`config.mk`:
```
export PLATFORM = sky130hd
export DESIGN_NAME = rst_sequencer_flat
export DESIGN_NICKNAME = d
export VERILOG_FILES = /design/src/rtl/rst_sequencer_pkg.sv /design/src/rtl/rst_sequencer_if.sv /design/src/rtl/rst_sequencer_counter.sv /design/src/rtl/rst_sequencer.sv /design/src/flat_wrapper.sv
export SDC_FILE = /design/constraint.sdc
export NUM_CORES = 1
export LEC_CHECK = 0
export CAP_MARGIN = 0
export CORE_MARGIN = 4
export CORE_UTILIZATION = 58
export CTS_CLUSTER_DIAMETER = 200
export DETAILED_ROUTE_END_ITERATION = 12
export PLACE_DENSITY = 0.91
export SETUP_SLACK_MARGIN = 0.3
export SLEW_MARGIN = 15
export SYNTH_ARGS = -nofsm -noshare
export SYNTH_HDL_FRONTEND = slang
export SYNTH_SLANG_ARGS = --single-unit
export TNS_END_PERCENT = 20
```
`constraint.sdc`:
```
create_clock -name wb_clk_i -period 3.3 [get_ports wb_clk_i]
set_clock_uncertainty 0.2 [all_clocks]
set_input_delay 0.33 -clock wb_clk_i [delete_from_list [all_inputs] [get_ports wb_clk_i]]
set_output_delay 0.33 -clock wb_clk_i [all_outputs]
set_load 0.03 [all_outputs]
```
`src/rtl/rst_sequencer_pkg.sv`:
```
// rst_sequencer_pkg: shared states, constants and width helper for the reset sequencer
package rst_sequencer_pkg;

   typedef enum logic [1:0] {
      WAIT_LOCK = 2'd0,
      RELEASE   = 2'd1,
      RUN       = 2'd2,
      SW_ASSERT = 2'd3
   } state_t;

   localparam logic [7:0] LOSS_CNT_MAX = 8'hFF;

   function automatic int cnt_w(input int term);
      return (term > 1) ? $clog2(term) : 1;
   endfunction

endpackage

```
`src/rtl/rst_sequencer_if.sv`:
```
// rst_sequencer_if: lock status, software reset handshake and sequenced reset outputs
interface rst_sequencer_if #(
   parameter int NUM_DOMAINS = 4
);

   logic                   locked_i;
   logic                   sw_rst_req_i;
   logic                   sw_rst_ack_o;
   logic [NUM_DOMAINS-1:0] rst_n_o;
   logic                   seq_busy_o;
   logic                   all_released_o;
   logic [7:0]             lock_loss_cnt_o;

   modport slave (
      input  locked_i, sw_rst_req_i,
      output sw_rst_ack_o, rst_n_o, seq_busy_o, all_released_o, lock_loss_cnt_o
   );

   modport master (
      output locked_i, sw_rst_req_i,
      input  sw_rst_ack_o, rst_n_o, seq_busy_o, all_released_o, lock_loss_cnt_o
   );

endinterface

```
`src/rtl/rst_sequencer_counter.sv`:
```
// rst_sequencer_counter: up-counter that flags its TERM-th enabled edge and restarts
module rst_sequencer_counter
   import rst_sequencer_pkg::*;
#(
   parameter int TERM = 8
) (
   input  logic wb_clk_i,
   input  logic wb_rst_n_i,
   input  logic clr,
   input  logic en,
   output logic tc
);

   localparam int W = cnt_w(TERM);

   logic [W-1:0] cnt;

   assign tc = en && (cnt == W'(TERM - 1));

   // count enabled edges, restart on terminal count or clear
   always_ff @(posedge wb_clk_i) begin
      if (!wb_rst_n_i || clr)
         cnt <= '0;
      else if (en)
         cnt <= tc ? '0 : cnt + W'(1);
   end

endmodule

```
`src/rtl/rst_sequencer.sv`:
```
// rst_sequencer: qualifies PLL lock, releases reset domains in staggered order, handles sw reset
module rst_sequencer
   import rst_sequencer_pkg::*;
#(
   parameter int NUM_DOMAINS = 4,
   parameter int STAGE_DELAY = 16,
   parameter int LOCK_FILTER = 8,
   parameter int SWRST_PULSE = 32
) (
   input logic            wb_clk_i,
   input logic            wb_rst_n_i,
   rst_sequencer_if.slave bus
);

   localparam int IW = cnt_w(NUM_DOMAINS);

   state_t                 state, state_d;
   logic [NUM_DOMAINS-1:0] rst_n_q, rst_n_d;
   logic [IW-1:0]          idx, idx_d;
   logic                   pending, pending_d;
   logic                   ack, ack_d;
   logic [7:0]             loss_cnt, loss_d;
   logic                   busy_q, all_q;
   logic                   filt_en, dly_en, sw_en;
   logic                   filt_tc, dly_tc, sw_tc;
   logic                   lock_loss, accept;

   assign lock_loss = !bus.locked_i && (state != WAIT_LOCK);
   assign accept    = bus.sw_rst_req_i && !ack;
   assign filt_en   = (state == WAIT_LOCK) && bus.locked_i;
   assign dly_en    = (state == RELEASE);
   assign sw_en     = (state == SW_ASSERT);

   rst_sequencer_counter #(.TERM(LOCK_FILTER)) u_filt (
      .wb_clk_i(wb_clk_i), .wb_rst_n_i(wb_rst_n_i), .clr(!filt_en), .en(filt_en), .tc(filt_tc)
   );

   rst_sequencer_counter #(.TERM(STAGE_DELAY)) u_dly (
      .wb_clk_i(wb_clk_i), .wb_rst_n_i(wb_rst_n_i), .clr(!dly_en), .en(dly_en), .tc(dly_tc)
   );

   rst_sequencer_counter #(.TERM(SWRST_PULSE)) u_sw (
      .wb_clk_i(wb_clk_i), .wb_rst_n_i(wb_rst_n_i), .clr(!sw_en), .en(sw_en), .tc(sw_tc)
   );

   // next state: lock loss beats sw request, which beats normal sequencing
   always_comb begin
      state_d   = state;
      rst_n_d   = rst_n_q;
      idx_d     = idx;
      pending_d = pending;
      ack_d     = ack && bus.sw_rst_req_i;
      loss_d    = loss_cnt;
      if (lock_loss) begin
         state_d = WAIT_LOCK;
         rst_n_d = '0;
         loss_d  = (loss_cnt == LOSS_CNT_MAX) ? loss_cnt : loss_cnt + 8'd1;
      end else if (accept && state == RUN) begin
         state_d   = SW_ASSERT;
         rst_n_d   = '0;
         pending_d = 1'b1;
      end else begin
         pending_d = pending || accept;
         if (state == WAIT_LOCK && filt_tc) begin
            state_d = RELEASE;
            idx_d   = '0;
         end
         if (state == RELEASE && dly_tc) begin
            rst_n_d[idx] = 1'b1;
            idx_d        = idx + IW'(1);
            if (idx == IW'(NUM_DOMAINS - 1)) begin
               state_d = RUN;
               if (pending_d) begin
                  ack_d     = 1'b1;
                  pending_d = 1'b0;
               end
            end
         end
         if (state == SW_ASSERT && sw_tc)
            state_d = WAIT_LOCK;
      end
   end

   // state and registered outputs
   always_ff @(posedge wb_clk_i) begin
      if (!wb_rst_n_i) begin
         state    <= WAIT_LOCK;
         rst_n_q  <= '0;
         idx      <= '0;
         pending  <= 1'b0;
         ack      <= 1'b0;
         loss_cnt <= '0;
         busy_q   <= 1'b1;
         all_q    <= 1'b0;
      end else begin
         state    <= state_d;
         rst_n_q  <= rst_n_d;
         idx      <= idx_d;
         pending  <= pending_d;
         ack      <= ack_d;
         loss_cnt <= loss_d;
         busy_q   <= (state_d != RUN);
         all_q    <= (state_d == RUN);
      end
   end

   assign bus.rst_n_o         = rst_n_q;
   assign bus.sw_rst_ack_o    = ack;
   assign bus.seq_busy_o      = busy_q;
   assign bus.all_released_o  = all_q;
   assign bus.lock_loss_cnt_o = loss_cnt;

endmodule

```
`src/flat_wrapper.sv`:
```
// flat-port wrapper written by rule: the top's interface ports become plain ports
module rst_sequencer_flat import rst_sequencer_pkg::*;
#(
   parameter int NUM_DOMAINS = 4,
   parameter int STAGE_DELAY = 16,
   parameter int LOCK_FILTER = 8,
   parameter int SWRST_PULSE = 32
)
  (wb_clk_i, wb_rst_n_i, bus_locked_i, bus_sw_rst_req_i, bus_sw_rst_ack_o, bus_rst_n_o, bus_seq_busy_o, bus_all_released_o, bus_lock_loss_cnt_o);
  rst_sequencer_if #(.NUM_DOMAINS(NUM_DOMAINS)) bus_i ();
  input logic wb_clk_i;
  input logic wb_rst_n_i;
  input wire logic [$bits(bus_i.locked_i)-1:0] bus_locked_i;
  input wire logic [$bits(bus_i.sw_rst_req_i)-1:0] bus_sw_rst_req_i;
  output wire logic [$bits(bus_i.sw_rst_ack_o)-1:0] bus_sw_rst_ack_o;
  output wire logic [$bits(bus_i.rst_n_o)-1:0] bus_rst_n_o;
  output wire logic [$bits(bus_i.seq_busy_o)-1:0] bus_seq_busy_o;
  output wire logic [$bits(bus_i.all_released_o)-1:0] bus_all_released_o;
  output wire logic [$bits(bus_i.lock_loss_cnt_o)-1:0] bus_lock_loss_cnt_o;
  assign bus_i.locked_i = bus_locked_i;
  assign bus_i.sw_rst_req_i = bus_sw_rst_req_i;
  assign bus_sw_rst_ack_o = bus_i.sw_rst_ack_o;
  assign bus_rst_n_o = bus_i.rst_n_o;
  assign bus_seq_busy_o = bus_i.seq_busy_o;
  assign bus_all_released_o = bus_i.all_released_o;
  assign bus_lock_loss_cnt_o = bus_i.lock_loss_cnt_o;
  rst_sequencer #(.NUM_DOMAINS(NUM_DOMAINS), .STAGE_DELAY(STAGE_DELAY), .LOCK_FILTER(LOCK_FILTER), .SWRST_PULSE(SWRST_PULSE)) u_core (.wb_clk_i(wb_clk_i), .wb_rst_n_i(wb_rst_n_i), .bus(bus_i));
endmodule
```
==> impl_metrics.ini <==
[drt]
drt_wl_total_um = 2946
wire_per_inst_um = 14.51
drc = 0
dr.first_iter.drc_count = 65
vias = 1256
ant_nets = 0
first_pass_iters = 4
viasPerCell = 6.187

[finish]
antenna_cells = 0
areaGrowthSynthToFinish_pct = 15.42
mostFrequentLayoutCells = dfxtp_1, clkdlybuf4s50_1, nand2_1, ha_1, inv_1
final_nets = 186
final_common_cell = dfxtp_1
drive_above_1_share = 0.06358

[timing]
rsz0062_at_grt = no
fin_tns_setup_ns = 0
period_share = 0.6489
finalSetupViolations = 0
finalHoldViolCount = 0
drv_slew = 0
period_needed_ns = 2.141
setup_ws_ns = 1.159
worst_pin_slew_ns = 0.6346
fmax_mhz = 467.0
maxSlewHeadroom = 0.5761

[power]
power_frac_seq = 0.614
comb_power_share = 0.031
p_leak_nw = 0.6572
clkPwrFrac = 0.355
powerDensity_nw_per_um2 = 367.5
switching_share = 0.2084
p_int_mw = 0.5012
peakVddDrop_v = 0.0003077
p_sw_mw = 0.1320

[yosys]
synth-xor-area-share = 0.01760
synthSimpleGateAreaFrac = 0.2062
synthAdderAreaFrac = 0.08382
synth_warnings = 0
syn_inst = 154
ys_async_sr_fraction = 0
synth_edf_count = 0
syn_nets = 168
ys_seq_area_frac = 0.4292
ys_seq_elements = 32
synth-compound-area-share = 0.1618
synth_cell_types = 46
ys.flop_type = dfxtp_1
synthMuxAreaShare = 0.04023
syn-mean-instance-area_um2 = 9.693
synth_top_family_by_area = simple AND/OR/NAND/NOR gates
syn_area_um2 = 1493

[flow_run]
max_cap_violations = 0

[critical_path]
cp.arrival_ns = 2.15
worstPathMaxFanout = 12
crit_type = reg2reg
r2r_slack_ns = 1.16
startpoint_type = flop
cp.required_ns = 3.31
cp-end-kind = flop

[global_routing]
track_usage = 0.2065
grt_max_degree = 23
grt_pass1_wl_um = 5368
gr-total-overflow = 0
grt_pass1_vias = 1222
antenna_found_initial = 0

[place]
numPortBuffers = 18
pre_cts_slack_ns = 0.9938
gp_congestion = 0.8485
dp.final_hpwl_um = 2106

[cts]
clk_latency_ns = 0.33
root_buffer = clkbuf_4
cts_tree = done
cts_resized = 0
cts_buffer_depth = 2
clk_pin_slew_worst_paths_ns = 0.09
post-cts-setup-buffers = 0
ctsHoldBuffers = 0
cts.sinks = 32
ctsHtreeMaxLevel = 2
cts_buffers = 5

[floorplan]
start_util = 0.6081
num_io_pins = 19
die_w_um = 58.73
die_h_um = 58.73
core_um2 = 2455
row_count = 18
die_area_um2 = 3449

[min_path]
hp-class = reg2reg

[run_status]
status = completed
## state kept, by name, indices dropped and copies added, names as in the netlist
signal	count
u_core.u_filt.cnt	3
u_core.bus.rst_n_o	4
u_core.bus.sw_rst_ack_o	1
u_core.idx	2
u_core.pending	1
u_core.bus.lock_loss_cnt_o	8
u_core.bus.seq_busy_o	1
u_core.state	2
u_core.u_sw.cnt	5
u_core.bus.all_released_o	1
u_core.u_dly.cnt	4
## final timing paths
path	cells after the start	startpoint	endpoint
max	3	u_core.state[0]	u_core.bus.seq_busy_o
min	1	u_core.u_filt.cnt[0]	u_core.u_filt.cnt[0]
max reg2reg	3	u_core.state[0]	u_core.bus.seq_busy_o
min reg2reg	1	u_core.u_filt.cnt[0]	u_core.u_filt.cnt[0]
## cells by family (layout without fill, tap and decap cells)
group | count (synthesis) | count (layout)
xor gates and xnor gates | 3 | 3
and+or+nand+nor | 54 | 54
muxes | 6 | 6
DFF | 32 | 32
buffers and inverters | 18 | 37
adders and majority gates | 10 | 10
AOI/OAI and AO/OA | 31 | 31
## final cells by class
type,count,area (um2)
clock buffer,8,58.81
fill,201,732.0
inverter,10,37.54
multi-input combinational,104,760.7
sequential,32,640.6
tap,30,37.54
timing repair buffer,19,187.7
## synthesized netlist by cell type, types with 4 or more instances
library cell / n / area (um2)
nor3_1: 6 / 30.03
a31oi_1: 6 / 37.54
dfxtp_1: 32 / 640.6
nor2_1: 8 / 30.03
ha_1: 10 / 125.1
nand2_1: 10 / 37.54
inv_1: 9 / 33.78
mux2i_1: 6 / 60.06
nand3_1: 7 / 35.03
buf_2: 4 / 20.02
a21oi_1: 4 / 20.02
and3_1: 4 / 25.02
## critical path: stages (launching register included)
cell and delay [ns]:
dfxtp_1 0.57, nor2b_1 0.59, a32oi_1 0.27, or3_1 0.40
## power groups by stage
| stage | clock network [mW] | logic, mW | registers (mW) |
|---|---|---|---|
| after detailed placement | 0 | 0.0193 | 0.398 |
| final | 0.225 | 0.0194 | 0.389 |
| after CTS | 0.231 | 0.0194 | 0.389 |
| after global placement | 0 | 0.0182 | 0.398 |
| after floorplan | 0 | 0.0119 | 0.398 |
| after global routing | 0.252 | 0.0216 | 0.389 |
## metrics by stage
step / utilization / hold WS (ns) / cell area (um2) / power, mW / instances
after floorplan: - / 0.1986 / 1493 / 0.4096 / 154
after global placement: 0.6779 / 0.2077 / 1664 / 0.4160 / 195
after detailed placement: 0.6779 / 0.2137 / 1664 / 0.4171 / 195
after CTS: 0.7018 / 0.2329 / 1723 / 0.6393 / 203
after global routing: 0.7018 / 0.2557 / 1723 / 0.6626 / 203
final: 0.7018 / 0.2317 / 1723 / 0.6331 / 203
## routing by layer
metal  GRT usage  up-vias  wire (um)
met5           0        -          0
met4     0.09709        0         68
met3     0.08772       14        220
met2      0.3328       65       1409
met1      0.2347      572       1247
li1            -      605          -
Note: power is estimated with default switching activity, not from simulation.
